### src/rtl/fbuf_pkg.sv
// ---------------------------------------------------------------------------
// fbuf_pkg
// Shared constants for the ping-pong frame buffer: image geometry, address
// and pixel widths, and the controller state encoding.
// ---------------------------------------------------------------------------
package fbuf_pkg;

  localparam int C_IMG_COLS    = 80;
  localparam int C_IMG_ROWS    = 60;
  localparam int C_IMG_PXLS    = C_IMG_COLS * C_IMG_ROWS;  // 4800
  localparam int C_NB_IMG_PXLS = 13;                       // pixel address width in one bank
  localparam int C_NB_BUF      = 12;                       // RGB444 pixel word

  // Address of the final pixel of a frame within a bank
  localparam logic [C_NB_IMG_PXLS-1:0] C_LAST_PXL = C_NB_IMG_PXLS'(C_IMG_PXLS - 1);

  // Controller state encoding
  localparam logic [1:0] C_ST_WAIT_SOF = 2'd0;
  localparam logic [1:0] C_ST_CAPTURE  = 2'd1;
  localparam logic [1:0] C_ST_FULL     = 2'd2;

  typedef enum logic [1:0] {
    WAIT_SOF = C_ST_WAIT_SOF,
    CAPTURE  = C_ST_CAPTURE,
    FULL     = C_ST_FULL
  } fbuf_state_t;

endpackage

### src/rtl/fbuf_pingpong_ctrl.sv
// ---------------------------------------------------------------------------
// fbuf_pingpong_ctrl
// Double-buffer controller between the camera capture path and the display
// read path. The camera fills one bank with a whole frame while the display
// reads the other; banks swap only at a display frame end that follows a
// complete camera frame, so the display never shows a torn image.
//
// Ports
//   clk, rst     clock, asynchronous active-high reset
//   cam_sof      camera start-of-frame pulse
//   cam_we       camera pixel strobe, cam_pixel carries the data
//   disp_eof     display frame-end pulse
//   freeze       hold the displayed frame (present only with FBUF_FREEZE_EN)
//   wr_en/wr_addr/wr_data  registered write port of the dual-bank RAM,
//                wr_addr = {write bank, pixel address}
//   rd_bank      bank MSB used by the display read address
//   frame_swap   one-clock pulse when the banks swap
//   drop_cnt     saturating count of short/aborted camera frames
//
// Build option: define FBUF_FREEZE_EN to add the freeze input.
// ---------------------------------------------------------------------------
module fbuf_pingpong_ctrl
  import fbuf_pkg::*;
(
  input  logic                     clk,
  input  logic                     rst,
  input  logic                     cam_sof,
  input  logic                     cam_we,
  input  logic [C_NB_BUF-1:0]      cam_pixel,
  input  logic                     disp_eof,
`ifdef FBUF_FREEZE_EN
  input  logic                     freeze,
`endif
  output logic                     wr_en,
  output logic [C_NB_IMG_PXLS:0]   wr_addr,
  output logic [C_NB_BUF-1:0]      wr_data,
  output logic                     rd_bank,
  output logic                     frame_swap,
  output logic [7:0]               drop_cnt
);

  fbuf_state_t              state_reg, state_next;
  logic [C_NB_IMG_PXLS-1:0] pixel_addr_reg, pixel_addr_next;
  logic                     rd_bank_reg, rd_bank_next;
  logic                     wr_en_reg, wr_en_next;
  logic [C_NB_IMG_PXLS:0]   wr_addr_reg, wr_addr_next;
  logic [C_NB_BUF-1:0]      wr_data_reg, wr_data_next;
  logic                     frame_swap_reg, frame_swap_next;
  logic [7:0]               drop_cnt_reg, drop_cnt_next;
  logic                     freeze_hold;

`ifdef FBUF_FREEZE_EN
  assign freeze_hold = freeze;
`else
  assign freeze_hold = 1'b0;
`endif

  always_ff @(posedge clk or posedge rst) begin
    if (rst) begin
      state_reg      <= WAIT_SOF;
      pixel_addr_reg <= '0;
      rd_bank_reg    <= 1'b1;   // write bank starts at 0, display reads bank 1
      wr_en_reg      <= 1'b0;
      wr_addr_reg    <= '0;
      wr_data_reg    <= '0;
      frame_swap_reg <= 1'b0;
      drop_cnt_reg   <= '0;
    end else begin
      state_reg      <= state_next;
      pixel_addr_reg <= pixel_addr_next;
      rd_bank_reg    <= rd_bank_next;
      wr_en_reg      <= wr_en_next;
      wr_addr_reg    <= wr_addr_next;
      wr_data_reg    <= wr_data_next;
      frame_swap_reg <= frame_swap_next;
      drop_cnt_reg   <= drop_cnt_next;
    end
  end

  always_comb begin
    state_next      = state_reg;
    pixel_addr_next = pixel_addr_reg;
    rd_bank_next    = rd_bank_reg;
    wr_en_next      = 1'b0;
    wr_addr_next    = wr_addr_reg;
    wr_data_next    = wr_data_reg;
    frame_swap_next = 1'b0;
    drop_cnt_next   = drop_cnt_reg;

    case (state_reg)
      WAIT_SOF: begin
        if (cam_sof) begin
          state_next      = CAPTURE;
          pixel_addr_next = '0;
        end
      end

      CAPTURE: begin
        // The write bank is always the complement of the display bank
        if (cam_we) begin
          wr_en_next   = 1'b1;
          wr_addr_next = {~rd_bank_reg, pixel_addr_reg};
          wr_data_next = cam_pixel;
        end
        // Completing the frame takes priority over a coincident cam_sof,
        // so a back-to-back sof on the last pixel does not count as a drop.
        if (cam_we && (pixel_addr_reg == C_LAST_PXL)) begin
          state_next = FULL;
        end else if (cam_sof) begin
          pixel_addr_next = '0;
          if (drop_cnt_reg != 8'hFF) begin
            drop_cnt_next = drop_cnt_reg + 8'd1;
          end
        end else if (cam_we) begin
          pixel_addr_next = pixel_addr_reg + 1'b1;
        end
      end

      FULL: begin
        if (disp_eof) begin
          state_next = WAIT_SOF;
          // With freeze held the captured frame is discarded and the
          // write bank is simply refilled.
          if (!freeze_hold) begin
            rd_bank_next    = ~rd_bank_reg;
            frame_swap_next = 1'b1;
          end
        end
      end

      default: state_next = WAIT_SOF;
    endcase
  end

  assign wr_en      = wr_en_reg;
  assign wr_addr    = wr_addr_reg;
  assign wr_data    = wr_data_reg;
  assign rd_bank    = rd_bank_reg;
  assign frame_swap = frame_swap_reg;
  assign drop_cnt   = drop_cnt_reg;

endmodule

### config.mk
export PLATFORM = sky130hd
export DESIGN_NAME = fbuf_pingpong_ctrl
export DESIGN_NICKNAME = d
export VERILOG_FILES = /design/src/rtl/fbuf_pkg.sv /design/src/rtl/fbuf_pingpong_ctrl.sv
export SDC_FILE = /design/constraint.sdc
export NUM_CORES = 1
export LEC_CHECK = 0
export ABC_AREA = 1
export BUFFER_PORTS_ARGS = -buffer_cell sky130_fd_sc_hd__buf_2
export CORE_MARGIN = 4
export CORE_UTILIZATION = 39
export CTS_CLUSTER_SIZE = 16
export DETAILED_ROUTE_END_ITERATION = 7
export SETUP_SLACK_MARGIN = 0.1
export SLEW_MARGIN = 20
export SYNTH_ARGS = -nofsm -noshare
export SYNTH_HDL_FRONTEND = slang
export SYNTH_SLANG_ARGS = --single-unit
### constraint.sdc
create_clock -name clk -period 1.6 [get_ports clk]
set_input_delay 0.4 -clock clk [delete_from_list [all_inputs] [get_ports clk]]
set_output_delay 0.4 -clock clk [all_outputs]
set_load 0.02 [all_outputs]
After elaboration in Yosys (flattened, before gate mapping)
Cells that the tools add are included.
{"block": "word_totals", "mem_count": 0, "word_cells": 42, "ff_bits": 52, "romBits": 0, "ramBits": 0, "latch_bits": 0}
{"block": "op_classes", "n_reduce_logical": 8, "muxes": 13, "mul": 0, "eq_ne": 9, "n_bitwise": 2, "order_cmp": 0, "n_div": 0, "n_shift": 0, "addsub": 2}
{"cell": "$mux 13", "count": 4}
{"cell": "$pmux 13 s2", "count": 1}
{"cell": "$add 13x1->13 const B", "count": 1}
{"cell": "$eq 13x13->1 const B", "count": 1}
{"cell": "$add 8x1->8 const B", "count": 1}
{"cell": "$ne 2x2->1 const B", "count": 4}
{"cell": "$ne 8x8->1 const B", "count": 1}
{"cell": "$reduce_and 4->1", "count": 2}
{"cell": "$mux 2", "count": 3}
{"cell": "$pmux 2 s3", "count": 1}
{"cell": "$mux 1", "count": 4}
{"cell": "$reduce_and 2->1", "count": 2}
{"cell": "$ne 3x3->1 const B", "count": 1}
{"cell": "$reduce_and 3->1", "count": 1}
{"cell": "$eq 2x1->1 const B", "count": 1}
{"cell": "$eq 2x2->1 const B", "count": 1}
{"cell": "$logic_not 2->1", "count": 1}
{"cell": "$not 1->1", "count": 2}
{"cell": "$reduce_bool 2->1", "count": 1}
{"cell": "$logic_and 1x1->1", "count": 1}

Longest topological paths before layout
Gate-level depths: netlist of run 1.
{"block": "depth", "depth_word": 5, "depth_mapped": 10}

Worst setup path before layout of run 1
Ideal clock, no wire load.
{"block": "synth_path", "path_kind": "reg-to-reg", "start": "register drop_cnt_reg[0] (netlist: drop_cnt[0])", "end": "register drop_cnt_reg[7] (netlist: drop_cnt[7])", "setup_time_ns": 0.118, "arrival_time_ns": 1.451, "stages_incl_launch_ff": 11, "path_buffers": 1, "path_slack_ns": 0.031, "cell_sequence": "dfrtp_1 ha_1 nand2_1 inv_1 nand2_1 nor2_1 nor2_2 nand3_4 buf_6 nand2_1 o21ai_2"}
{"block": "synth_between", "elab_chain_len": 2, "word_cells_on_any_way": 3}
{"element": "from (decl)", "line": "fbuf_pingpong_ctrl.sv:49", "rtl": "logic [7:0] drop_cnt_reg, drop_cnt_next;"}
{"element": "from (signal assigned)", "line": "fbuf_pingpong_ctrl.sv:76", "rtl": "drop_cnt_reg <= drop_cnt_next;"}
{"element": "parallel branches: the longest is 2 deep, another holds $add 8x1->8"}
Several ways; the timed one is not identified.
A chain may end at the register's enable or synchronous reset.

Worst setup path in the final report of run 1
{"block": "layout_path", "start": "register pixel_addr_reg[0]", "end": "register pixel_addr_reg[9]"}
{"block": "layout_between", "elab_chain_len": 5, "word_cells_on_any_way": 9}
{"element": "from (decl)", "line": "fbuf_pingpong_ctrl.sv:43", "rtl": "logic [C_NB_IMG_PXLS-1:0] pixel_addr_reg, pixel_addr_next;"}
{"element": "from (signal assigned)", "line": "fbuf_pingpong_ctrl.sv:70", "rtl": "pixel_addr_reg <= pixel_addr_next;"}
{"element": "$add 13x1->13", "line": "fbuf_pingpong_ctrl.sv:115", "rtl": "pixel_addr_next = pixel_addr_reg + 1'b1;"}
{"element": "$mux 13", "line": "fbuf_pingpong_ctrl.sv:114", "rtl": "end else if (cam_we) begin"}
{"element": "$mux 13", "line": "fbuf_pingpong_ctrl.sv:109", "rtl": "end else if (cam_sof) begin"}
{"element": "$mux 13", "line": "fbuf_pingpong_ctrl.sv:107", "rtl": "if (cam_we && (pixel_addr_reg == C_LAST_PXL)) begin"}
{"element": "$pmux 13 s2", "line": "fbuf_pingpong_ctrl.sv:90", "rtl": "case (state_reg)"}
Several ways; a longest one is shown, not always the timed one. The select of a mux whose other input is x is not followed.

==> results_dict.tcl, run 1 <==
set metrics [dict create \
    fin_cells 440 \
    core_region_area_mm2 0.00606 \
    ys_ff_latch 52 \
    synth_top_area_frac 0.514 \
    power.density_mw_per_mm2 1080 \
    crit_chain "ha_4 > nand3_4 > nor2_4 > nand4_4 > buf_6 > nand3_1 > nand2_1 > nand2_1 > inv_1" \
    postLayoutCoreUtil 0.515 \
    wl_per_cell_um 12.4 \
    p_switching_mw 1.20 \
    skew_ns 0.00956 \
    multiInputGateArea_mm2 0.00109 \
    via_count 2015 \
    ys.flop_type "dfrtp_1" \
    cts.clk_slew.worst_paths_ns 0.11 \
    clkLatencyLatePin_ns 0.31 \
    ys_seq_area_frac 0.524 \
    intPower_mw 2.16 \
    viasPerCell 4.58 \
    synthArstFlopShare 1.00 \
    final.setup.worst_slack_ns 0.131 \
    ys_warn_count 0 \
    rows 28 \
    setup-tns-final_ns 0 \
    period_minus_slack_ns 1.47 \
    n_fill_cell 604 \
    drc 0 \
    drtIter0Drc 121 \
    largest_reg_flops 14 \
    max-slew-margin-rel 0.762 \
    rsz0062_at_grt "yes" \
    fmax_ghz 0.681 \
    ioPinCount 54 \
    synth.area.top_cells "dfrtp_1 51%, nand2_1 17%, inv_1 4.1%" \
    status "completed" \
    die-height_um 87.8 \
    crit_path_start_kind "flip-flop" \
    overflow 0 \
    diodes 0 \
    leakage_nw 1.55 \
    place_congestion 0.795 \
    synth_cells 294 \
    ff_latch_area_mm2 0.00131 \
    clockRootBuffer "clkbuf_8" \
    setup_viol 0 \
    routed_wl_mm 5.46 \
    synth_edf_count 0 \
    cts_sinks 52 \
    synth_nets 313 \
    grt_pass1_wl_mm 9.29 \
    htreeDepth 2 \
    hold_violations 0 \
    place_ws_ns 0.0773 \
    drv_cap 0 \
    synth_area_mm2 0.00248 \
    nets 383 \
    synth_cell_types 28 \
    end_kind "flip-flop" \
    slowest_delay_ns 0.41 \
    clkPwrFrac 0.236 \
    worst_pin_slew_ns 0.356 \
    ctsHoldBuffers 0 \
    dp.cells 425 \
    crit_fanout 5 \
    synthTopCellsByCount "113 x nand2_1, 51 x dfrtp_1, 27 x inv_1" \
    synth.most_common_cell "nand2_1" \
    combPwrFrac 0.280 \
    slew_viol_final 0 \
    yosys.area.top_type "dfrtp_1" \
    antenna_found_initial 0 \
    die_area_mm2 0.00771 \
    drtAntennaViolNets 0 \
    cp_common_cell "nand2_1" \
    vdd_drop_max_uv 690 \
    drt-pass1-iter-count 4 \
    dp_hpwl_mm 3.85 \
    cts_buffers 5 \
    arrival_ns 1.68 \
    start_util 0.410 \
    port_buffers 53 \
    period_share 0.918 \
    sw_frac_of_total 0.357 \
    grt_usage 0.154 \
    die_w_um 87.8 \
    postSynthAreaPerCell_um2 8.45 \
    r2r_setup_slack_ns 0.13 \
    cp.required_ns 1.81 \
    layout-drive-gt1-share 0.304 \
    clk_path_buf_depth 2 \
    critPathKind "flip-flop to flip-flop" \
    cp_slowest_cell "dfrtp_1" \
    grt_max_degree 40 \
    first_global_vias 1972 \
    synthToLayoutAreaGrowth_pct 25.5 \
    pwr-share-seq 0.484 \
    worstHoldPathType "primary input to async pin" \
    tritoncts "built" \
]
[cells in the final DEF (no fill, tap or decap), types with 4 or more instances in the layout]
cell / n
nor2_2: 4
nand3_1: 12
nand3_4: 5
buf_4: 15
dfrtp_1: 48
nand4_1: 8
nor2_1: 11
clkbuf_8: 5
nand2_2: 7
buf_2: 52
xnor2_1: 4
inv_1: 24
o21ai_1: 22
o21ai_0: 11
nand2_1: 109
[critical path, delay by kind of cell (launching register included)]
| kind | cells | cell delay, ns |
|---|---|---|
| buf+inv | 2 | 0.19 |
| flops | 1 | 0.41 |
| simple gates | 6 | 0.59 |
| fa+ha+maj | 1 | 0.18 |
[layer usage]
metal	up-vias	GRT usage	share of wire
met4	0	0.0377	0.0064
met1	901	0.215	0.48
met3	4	0.0405	0.057
li1	1070	-	-
met5	-	0	0
met2	40	0.238	0.45
[power groups by stage]
stage,Combinational [mW],Clock [mW],Sequential (mW)
floorplan,0.410,0,1.82
global route,1.06,0.890,1.65
detailed placement,0.867,0,1.65
finish,0.940,0.793,1.63
global placement,0.851,0,1.64
CTS,0.887,0.843,1.63
[path summary, 6_finish.rpt]
kind	from	end	cells past startpoint
setup / recovery	pixel_addr_reg[0]	pixel_addr_reg[9]	9
hold / removal	rst	wr_data[10]	2
setup reg to reg	pixel_addr_reg[0]	pixel_addr_reg[9]	9
hold reg to reg	wr_data[6]	wr_data[6]	2
max in group asynchronous	rst	rd_bank	3
min in group clk	cam_pixel[7]	wr_data[7]	3
[what timing repair did]
item,4_1_cts,5_1_grt
buffers inserted,2,4
cloned,1,0
gates resized for setup,2,21
pin swaps,0,5
endpoints found under the setup margin,12,37
[stage by stage]
stage | instance area (um^2) | hold slack, ns | power [mW]
2_1_floorplan | 2500 | 0.455 | 2.23
3_3_place_gp | 2900 | 0.393 | 2.50
3_5_place_dp | 2900 | 0.401 | 2.52
4_1_cts | 3030 | 0.0446 | 3.36
5_1_grt | 3120 | 0.0563 | 3.61
6_report | 3120 | 0.0519 | 3.36
[cells by family after synthesis]
logic type	Yosys count	share of synthesized area
compound gates	36	0.0765
xor+xnor	7	0.0247
fa+ha+maj	2	0.0101
buf+inv	36	0.0695
flops	52	0.524
simple gates	161	0.295
[layout make-up]
class                      instances  area share
timing repair buffer              70       0.133
multi-input combinational        207       0.350
tap                               75      0.0301
inverter                          28      0.0377
clock buffer                       5      0.0221
sequential                        52       0.419
clock inverter                     3     0.00802
No activity file was read; power rests on OpenSTA's default activity.
==> run 2: changes to the inputs <==
CORE_MARGIN = 2   (was 4)
GPL_ROUTABILITY_DRIVEN = 0   (was not set)
PLACE_DENSITY = 0.68   (was not set)
==> results_dict.tcl, run 2 (synthesis results as in run 1) <==
set metrics [dict create \
    status "completed" \
    final_cell_mix "105 x nand2_1, 53 x buf_2, 49 x dfrtp_1, 23 x inv_1, 21 x o21ai_1" \
    drv_cap 0 \
    grt_usage 0.159 \
    drt-pass1-iter-count 4 \
    worst_pin_slew_ns 0.330 \
    dp_hpwl_mm 3.71 \
    final.setup.worst_slack_ns 0.127 \
    arrival_ns 1.71 \
    grt_pass1_wl_mm 9.22 \
    rsz0062_at_grt "yes" \
    ioPinCount 54 \
    rows 29 \
    period_minus_slack_ns 1.47 \
    clk_path_buf_depth 2 \
    core_region_area_mm2 0.00624 \
    end_kind "flip-flop" \
    viasPerCell 4.81 \
    max-slew-margin-rel 0.779 \
    synthToLayoutAreaGrowth_pct 29.3 \
    grt_max_degree 28 \
    r2r-end "pixel_addr_reg[8]" \
    htreeDepth 2 \
    port_buffers 53 \
    leakage_nw 1.60 \
    start_util 0.398 \
    via_count 2136 \
    crit_path_start_kind "flip-flop" \
    hold_violations 0 \
    finalPower_mw 3.53 \
    vdd_drop_max_uv 664 \
    cts_buffers 5 \
    clockRootBuffer "clkbuf_8" \
    tritoncts "built" \
    largest_reg_flops 14 \
    layout.cells.most_common "nand2_1" \
    setup_viol 0 \
    drtAntennaViolNets 0 \
    first_global_vias 2041 \
    layout-drive-gt1-share 0.327 \
    crit_fanout 8 \
    critPathKind "flip-flop to flip-flop" \
    fmax_ghz 0.679 \
    r2r_start "pixel_addr_reg[1]" \
    worstHoldPathType "primary input to async pin" \
    cts.clk_slew.worst_paths_ns 0.09 \
    die_area_mm2 0.00703 \
    die-height_um 83.8 \
    skew_ns 0.00759 \
    r2r_setup_slack_ns 0.13 \
    routed_wl_mm 5.43 \
    reg2reg_depth 7 \
    nets 385 \
    cp.required_ns 1.84 \
    antenna_found_initial 0 \
    cts_sinks 52 \
    diodes 0 \
    clkLatencyLatePin_ns 0.31 \
    period_share 0.920 \
    die_w_um 83.8 \
    wl_per_cell_um 12.2 \
    ctsHoldBuffers 0 \
    place_ws_ns 0.0667 \
    drtIter0Drc 88 \
    setup-tns-final_ns 0 \
    drc 0 \
    overflow 0 \
    n_fill_cell 605 \
    slew_viol_final 0 \
    power.density_mw_per_mm2 1100 \
]
## run 2: what timing repair did
action,4_1_cts,5_1_grt
hold endpoints to repair,0,0
pin swaps,2,7
cloned,1,2
endpoints found under the setup margin,10,34
setup buffers,3,4
gates resized for setup,2,32
## run 2: metal layers
layer,vias up,GRT usage,share of wire
met1,1007,0.204,0.44
li1,1081,-,-
met4,0,0.0484,0.013
met2,41,0.270,0.50
met3,7,0.0346,0.043
met5,-,0,0
## run 2: how the worst max path moves through the flow
stage                           start                 end  slack [ns]  depth (start not counted)
global route        pixel_addr_reg[1]   pixel_addr_reg[1]        0.05                          7
CTS                       drop_cnt[1]         drop_cnt[1]        0.11                          9
floorplan                 drop_cnt[0]         drop_cnt[7]         0.1                         10
finish              pixel_addr_reg[1]   pixel_addr_reg[8]        0.13                          7
detailed placement  pixel_addr_reg[1]  pixel_addr_reg[11]        0.07                          6
global placement          drop_cnt[0]         drop_cnt[1]        0.13                          9
## run 2: metrics by stage
step	cell area (um^2)	utilization	hold WS (ns)	cells
2_1_floorplan	2500	-	0.455	294
3_3_place_gp	2890	0.463	0.391	426
3_5_place_dp	2890	0.463	0.391	426
4_1_cts	3060	0.490	0.0530	438
5_1_grt	3210	0.515	0.0760	444
6_report	3210	0.515	0.0509	444
## run 2: where the power goes
part           internal [mW]  switching [mW]  total [mW]
Sequential              1.48           0.140        1.62
Clock                  0.512           0.430       0.941
Combinational          0.365           0.601       0.966
Total                   2.36            1.17        3.53
## run 2: area by class of cell
type / count / area, um^2 / share of cell area
inverter: 28 / 118 / 0.0366
clock inverter: 2 / 38.8 / 0.0121
sequential: 52 / 1310 / 0.406
multi-input combinational: 208 / 1160 / 0.361
clock buffer: 6 / 82.6 / 0.0257
timing repair buffer: 70 / 405 / 0.126
tap: 77 / 96.3 / 0.0300
timing repair inverter: 1 / 7.51 / 0.00234
## run 2: worst max-delay path, stage by stage, from the launching register on
cell,delay [ns]
dfrtp_1,0.41
ha_4,0.18
nand3_4,0.09
nor2_4,0.17
nand4_4,0.23
nand2_8,0.19
nand2_1,0.06
o21ai_1,0.07
